## src/rtl/pc_seq_pkg.sv

```systemverilog
// Shared types and constants for the fetch-stage PC sequencer.
// Holds the FSM state encoding, the default PC increment and the stall/flush control bundle.
package pc_seq_pkg;

   typedef enum logic [1:0] {
      RUN  = 2'd0,
      WAIT = 2'd1,
      HALT = 2'd2
   } state_e;

   localparam logic [31:0] PC_STEP_DEF = 32'd4;

   typedef struct packed {
      logic pc_stall;
      logic ifid_stall;
      logic ifid_flush;
      logic idex_flush;
   } pc_ctrl_t;

endpackage

```

## src/rtl/pc_sequencer_sat_counter.sv

```systemverilog
// Saturating up-counter with increment enable; sticks at all-ones instead of wrapping.
module sat_counter #(
   parameter int W = 32
) (
   input  logic         i_clk,
   input  logic         i_rst,
   input  logic         i_en,
   output logic [W-1:0] o_cnt
);

   logic [W-1:0] cnt_r;

   // count enabled cycles until the all-ones ceiling
   always_ff @(posedge i_clk or posedge i_rst) begin
      if (i_rst) begin
         cnt_r <= {W{1'b0}};
      end else if (i_en && (cnt_r != {W{1'b1}})) begin
         cnt_r <= cnt_r + {{(W-1){1'b0}}, 1'b1};
      end else begin
         cnt_r <= cnt_r;
      end
   end

   assign o_cnt = cnt_r;

endmodule

```

## src/rtl/pc_sequencer.sv

```systemverilog
// Fetch-stage PC controller: picks the next PC and the pipeline stall/flush controls each cycle.
// Whenever the PC must hold, o_next_pc is driven with i_pc so the PC register's stall input is optional.
module pc_sequencer
   import pc_seq_pkg::*;
#(
   parameter logic [31:0] PC_STEP = PC_STEP_DEF,
   parameter int          CNT_W   = 32
) (
   input  logic             i_clk,
   input  logic             i_rst,
   input  logic [31:0]      i_pc,
   input  logic             i_imem_ready,
   input  logic             i_br_taken,
   input  logic [31:0]      i_br_target,
   input  logic             i_ld_use,
   input  logic             i_halt,
   output logic [31:0]      o_next_pc,
   output logic             o_pc_stall,
   output logic             o_ifid_stall,
   output logic             o_ifid_flush,
   output logic             o_idex_flush,
   output logic [1:0]       o_state,
   output logic [CNT_W-1:0] o_stall_cnt
);

   state_e      state_r, state_s;
   logic        pend_r, pend_s;
   logic [31:0] pend_tgt_r, pend_tgt_s;
   logic [31:0] next_pc_s;
   pc_ctrl_t    ctrl_s;

   // state, pending flag and pending target registers
   always_ff @(posedge i_clk or posedge i_rst) begin
      if (i_rst) begin
         state_r    <= RUN;
         pend_r     <= 1'b0;
         pend_tgt_r <= 32'd0;
      end else begin
         state_r    <= state_s;
         pend_r     <= pend_s;
         pend_tgt_r <= pend_tgt_s;
      end
   end

   // next-PC priority resolution and next-state logic
   always_comb begin
      state_s    = state_r;
      pend_s     = pend_r;
      pend_tgt_s = pend_tgt_r;
      next_pc_s  = i_pc + PC_STEP;
      ctrl_s     = '{pc_stall: 1'b0, ifid_stall: 1'b0, ifid_flush: 1'b0, idex_flush: 1'b0};
      case (state_r)
         RUN, WAIT: begin
            if ((state_r == WAIT) && !i_imem_ready) begin
               // still waiting: only the first redirect seen is kept
               next_pc_s         = i_pc;
               ctrl_s.pc_stall   = 1'b1;
               ctrl_s.ifid_flush = 1'b1;
               if (i_br_taken && !pend_r) begin
                  pend_s     = 1'b1;
                  pend_tgt_s = i_br_target;
               end else begin
                  pend_s     = pend_r;
                  pend_tgt_s = pend_tgt_r;
               end
            end else if (pend_r) begin
               next_pc_s         = pend_tgt_r;
               ctrl_s.ifid_flush = 1'b1;
               pend_s            = 1'b0;
               state_s           = RUN;
            end else if (i_br_taken) begin
               ctrl_s.ifid_flush = 1'b1;
               ctrl_s.idex_flush = 1'b1;
               if (i_imem_ready) begin
                  next_pc_s = i_br_target;
                  state_s   = RUN;
               end else begin
                  // fetch in flight: remember the target and apply it once memory answers
                  next_pc_s       = i_pc;
                  ctrl_s.pc_stall = 1'b1;
                  pend_s          = 1'b1;
                  pend_tgt_s      = i_br_target;
                  state_s         = WAIT;
               end
            end else if (i_halt) begin
               next_pc_s         = i_pc;
               ctrl_s.pc_stall   = 1'b1;
               ctrl_s.ifid_flush = 1'b1;
               ctrl_s.idex_flush = 1'b1;
               state_s           = HALT;
            end else if (!i_imem_ready) begin
               next_pc_s         = i_pc;
               ctrl_s.pc_stall   = 1'b1;
               ctrl_s.ifid_flush = 1'b1;
               state_s           = WAIT;
            end else if (i_ld_use) begin
               next_pc_s         = i_pc;
               ctrl_s.pc_stall   = 1'b1;
               ctrl_s.ifid_stall = 1'b1;
               ctrl_s.idex_flush = 1'b1;
               state_s           = RUN;
            end else begin
               next_pc_s = i_pc + PC_STEP;
               state_s   = RUN;
            end
         end
         HALT: begin
            next_pc_s         = i_pc;
            ctrl_s.pc_stall   = 1'b1;
            ctrl_s.ifid_flush = 1'b1;
            ctrl_s.idex_flush = 1'b1;
            state_s           = HALT;
         end
         default: begin
            next_pc_s         = i_pc;
            ctrl_s.pc_stall   = 1'b1;
            ctrl_s.ifid_flush = 1'b1;
            ctrl_s.idex_flush = 1'b1;
            pend_s            = 1'b0;
            state_s           = RUN;
         end
      endcase
   end

   sat_counter #(
      .W (CNT_W)
   ) u_stall_cnt (
      .i_clk (i_clk),
      .i_rst (i_rst),
      .i_en  (ctrl_s.pc_stall),
      .o_cnt (o_stall_cnt)
   );

   assign o_next_pc    = next_pc_s;
   assign o_pc_stall   = ctrl_s.pc_stall;
   assign o_ifid_stall = ctrl_s.ifid_stall;
   assign o_ifid_flush = ctrl_s.ifid_flush;
   assign o_idex_flush = ctrl_s.idex_flush;
   assign o_state      = state_r;

endmodule
```

## config.mk

```make
export PLATFORM = sky130hd
export DESIGN_NAME = pc_sequencer
export DESIGN_NICKNAME = d
export VERILOG_FILES = /design/src/rtl/pc_seq_pkg.sv /design/src/rtl/pc_sequencer_sat_counter.sv /design/src/rtl/pc_sequencer.sv
export SDC_FILE = /design/constraint.sdc
export NUM_CORES = 1
export LEC_CHECK = 0
export CORE_MARGIN = 3
export CORE_UTILIZATION = 35
export CTS_CLUSTER_SIZE = 20
export DETAILED_ROUTE_END_ITERATION = 12
export GPL_TIMING_DRIVEN = 0
export PLACE_DENSITY = 0.63
export SYNTH_ARGS = -nofsm -noshare
export SYNTH_HDL_FRONTEND = slang
export SYNTH_SLANG_ARGS = --single-unit
```

## constraint.sdc

```tcl
create_clock -name i_clk -period 5.7 [get_ports i_clk]
set_input_delay 1.14 -clock i_clk [delete_from_list [all_inputs] [get_ports i_clk]]
set_output_delay 1.14 -clock i_clk [all_outputs]
set_load 0.01 [all_outputs]
```

==> results.yml <==
grt:
  grt.busiest_layer: "met2"
  grt_start_max_net_pins: 68
  number_of_antenna_violations_at_the_first_check_in_global_routing: 0
  met2_usage_pct: 36.52
  first_global_vias: 4867
  grt.met3_usage_pct: 6.359
  grt_first_pass_wirelength_um: 26250
  gr-usage-all-layers_pct: 22.60
  grt_use_met1_pct: 28.65
  grt.overflow.total: 0
setup_path:
  critical_path_required_ns: 4.56
  crit_path_cell_trace: "clkdlybuf4s50_1 > ha_1 > nand4bb_4 > or4_4 > buf_6 > or4_1 > a21oi_1 > nor2_1 > o22ai_1 > clkdlybuf4s50_1"
  critical_path_peak_fanout: 8
  worst_r2r_path_depth: 6
  slowest_stage: "sky130_fd_sc_hd__clkdlybuf4s50_1"
  cpPeakStageDelay_ns: 0.61
  timing.critical_path.to_type: "output port"
  worst_ep_arrival_time_ns: 4.29
  cp_top_family: "buffers and inverters"
  critical_path_buf_inv_count: 3
  critPathKind: "primary input to output port"
  critPathLaunchType: "primary input"
  critPathMostFrequentCell: "sky130_fd_sc_hd__clkdlybuf4s50_1"
  timing.rr.start: "pend_r$_DFFE_PP0P_"
  timing.reg2reg.setup_slack_ns: 2.65
  regToRegEndpoint: "pend_tgt_r[0]$_DFFE_PP0P_"
floorplanning:
  die_h_um: 122.5
  std_cell_rows: 41
  initial_util_pct: 36.73
  boundaryPins: 140
  chipWidth_um: 122.5
  floorplan.core_area_mm2: 0.01293
  die_area_mm2: 0.01500
sta:
  final_hold_viol_count: 0
  timing.final.crit_share_pct: 95.22
  final-setup-viol-count: 0
  worst_slack_ns: 0.2725
  fin_worst_hold_slack_ns: 0.4943
  fmax_ghz: 0.1842
  timing.slew.headroom_pct: 36.90
  setup_tns_ns: 0
  final.setup_skew_ns: 0.008877
  final.min_clock_period_ns: 5.427
  timing_max_transition_violations_final: 0
  tightest_slew_ns: 0.9465
  rsz_0062_raised_after_global_routing: "no"
clock_network:
  root_buffer: "sky130_fd_sc_hd__clkbuf_16"
  cts_hold_repair.buffers: 0
  tritoncts.num_buffers: 9
  htreeDepth: 3
  post-cts-setup-buffers: 0
  postCtsResizedCells: 0
  tritoncts: "built"
  clk_pin_slew_worst_paths_ns: 0.06
  clockBufferDepth: 2
  clock_latency_ns: 0.34
  clock-sinks: 67
placed_design:
  place.gp.congestion: 0.8644
  placed_area_mm2: 0.006327
  placement.setup.worst_slack_ns: 0.2973
  hpwlAfterDp_um: 12100
  io_buffer_count: 136
drt:
  wirelength_um: 16700
  drt_iter0_drc: 373
  drtAntennaViolNets: 0
  drt_pre_antenna_iters: 5
  dr_total_vias: 4879
  routed_wire_length_per_instance_um: 19.24
  drt-vias-per-instance: 5.621
  route.detailed.drc: 0
logic_synthesis:
  register_area_share_after_synthesis_pct: 35.31
  async_flop_share_pct: 100.0
  synth_cell_type_count: 58
  syn_area_per_cell_um2: 8.729
  synthMostInstantiatedCell: "sky130_fd_sc_hd__dfrtp_1"
  cell_count_after_synthesis: 544
  synth_top_area_cell: "sky130_fd_sc_hd__dfrtp_1"
  most_frequent_cells_after_synthesis: "sky130_fd_sc_hd__dfrtp_1, sky130_fd_sc_hd__a21oi_1, sky130_fd_sc_hd__nand2_1"
  netlist_area_mm2: 0.004748
  yosysWarnings: 0
  postSynthNetCount: 616
  yosysTopAreaCellShare_pct: 35.31
  ys.flop_type: "sky130_fd_sc_hd__dfrtp_1"
  synth-edff-count: 0
  synth.area.top_cells: "sky130_fd_sc_hd__dfrtp_1, sky130_fd_sc_hd__mux2_2, sky130_fd_sc_hd__xnor2_1, sky130_fd_sc_hd__mux2i_1, sky130_fd_sc_hd__a21oi_1"
  yosys_register_bits: 67
finish:
  design.final.nets: 763
  num-fill-cells: 1230
  area.sequential_mm2: 0.001677
  fin_area_mm2: 0.006678
  multi_input_comb_area_mm2: 0.002863
  diodes: 0
  syn2layout_area_growth_pct: 40.63
  drive_gt1_share_pct: 10.20
power:
  total_power_mw: 2.652
  power_density_mw_per_mm2: 397.1
  power.static_leakage_nw: 2.666
  ir_drop_mv: 0.1633
outcome:
  status: "finished, final reports clean"
worst_hold_path:
  whs_endpoint: "u_stall_cnt.o_cnt[30]$_DFFE_PP0P_"
  min_from: "u_stall_cnt.o_cnt[30]$_DFFE_PP0P_"
  hold-path-cell-count: 1
  min_path_type: "register to register"
job:
  maxCapViolations: 0
==> where the power goes <==
part           internal (mW)  switching [mW]  total (mW)
sequential             0.629           0.104       0.733
clock                  0.431           0.234       0.666
combinational          0.596           0.658        1.25
==> sequential cells by signal, indices dropped and copies added, names as in the netlist <==
signal,count
pend_r,1
u_stall_cnt.o_cnt,32
o_state,2
pend_tgt_r,32
==> layer usage <==
layer	share of wire (%)	wire length, um
met5	0	0
met1	41	6840
met3	10	1735
met2	47	7776
met4	2.1	348
==> how the worst max path moves through the flow <==
stage	startpoint	end	slack, ns	cells after the start
final	i_pc[2]	o_next_pc[16]	0.27	10
after global routing	i_pc[2]	o_next_pc[22]	0.11	9
after CTS	i_pc[2]	o_next_pc[16]	0.29	10
after detailed placement	i_pc[2]	o_next_pc[16]	0.30	10
after global placement	i_pc[2]	o_next_pc[16]	0.30	10
after floorplan	i_halt	o_next_pc[22]	1.53	7
==> per-stage QoR <==
step                      util [%]  std cells
final                        51.66        868
after global routing         51.66        868
after CTS                    51.66        868
after detailed placement     48.95        852
after global placement       48.93        852
after floorplan                  -        544
==> logic make-up after synthesis <==
kind of cell	share of synthesized area [%]
AND/OR/NAND/NOR	21.74
AO/OA/AOI/OAI	15.52
flip-flops	35.31
multiplexers	14.02
buffers and inverters	4.401
XOR/XNOR	8.485
adder cells (fa/ha/maj)	0.5269
==> layout by cell type (no fill, tap or decap), types with 3 or more instances in the layout <==
cell type and instances:
sky130_fd_sc_hd__a22oi_1 5, sky130_fd_sc_hd__nand3_1 25, sky130_fd_sc_hd__nand2_1 48, sky130_fd_sc_hd__buf_2 8, sky130_fd_sc_hd__clkbuf_16 9, sky130_fd_sc_hd__nor3_1 16
sky130_fd_sc_hd__o21a_1 3, sky130_fd_sc_hd__and3_1 12, sky130_fd_sc_hd__clkbuf_1 21, sky130_fd_sc_hd__a31oi_1 5, sky130_fd_sc_hd__and2_1 5, sky130_fd_sc_hd__xor2_1 12
sky130_fd_sc_hd__nor2_1 42, sky130_fd_sc_hd__o21ai_0 27, sky130_fd_sc_hd__clkdlybuf4s50_1 136, sky130_fd_sc_hd__inv_1 14, sky130_fd_sc_hd__dfrtp_1 67, sky130_fd_sc_hd__clkinv_4 3
sky130_fd_sc_hd__mux2i_1 26, sky130_fd_sc_hd__xnor2_1 34, sky130_fd_sc_hd__bufinv_16 3, sky130_fd_sc_hd__o221ai_1 3, sky130_fd_sc_hd__buf_1 5, sky130_fd_sc_hd__o22ai_1 3
sky130_fd_sc_hd__a21oi_1 48, sky130_fd_sc_hd__or4_1 3, sky130_fd_sc_hd__and4_1 8, sky130_fd_sc_hd__nand4_1 19, sky130_fd_sc_hd__mux2_2 36, sky130_fd_sc_hd__o211ai_1 7
==> layout make-up <==
cell class                 instances  share of cell area (%)
clock inverter                     7                   1.874
inverter                          16                  0.9369
buffer                            35                   2.230
tap                              172                   3.223
multi-input combinational        426                   42.87
clock buffer                       9                   3.373
timing repair buffer             136                   20.39
sequential                        67                   25.11
==> worst register-to-register path: stages, from the launching register on <==
cell and delay [ns]:
sky130_fd_sc_hd__dfrtp_1 0.36, sky130_fd_sc_hd__clkbuf_1 0.23, sky130_fd_sc_hd__clkinv_1 0.28, sky130_fd_sc_hd__nand2_1 0.27
sky130_fd_sc_hd__nor3_1 0.75, sky130_fd_sc_hd__clkbuf_1 0.62, sky130_fd_sc_hd__mux2_2 0.42
Note: power is estimated with default switching activity, not from simulation.
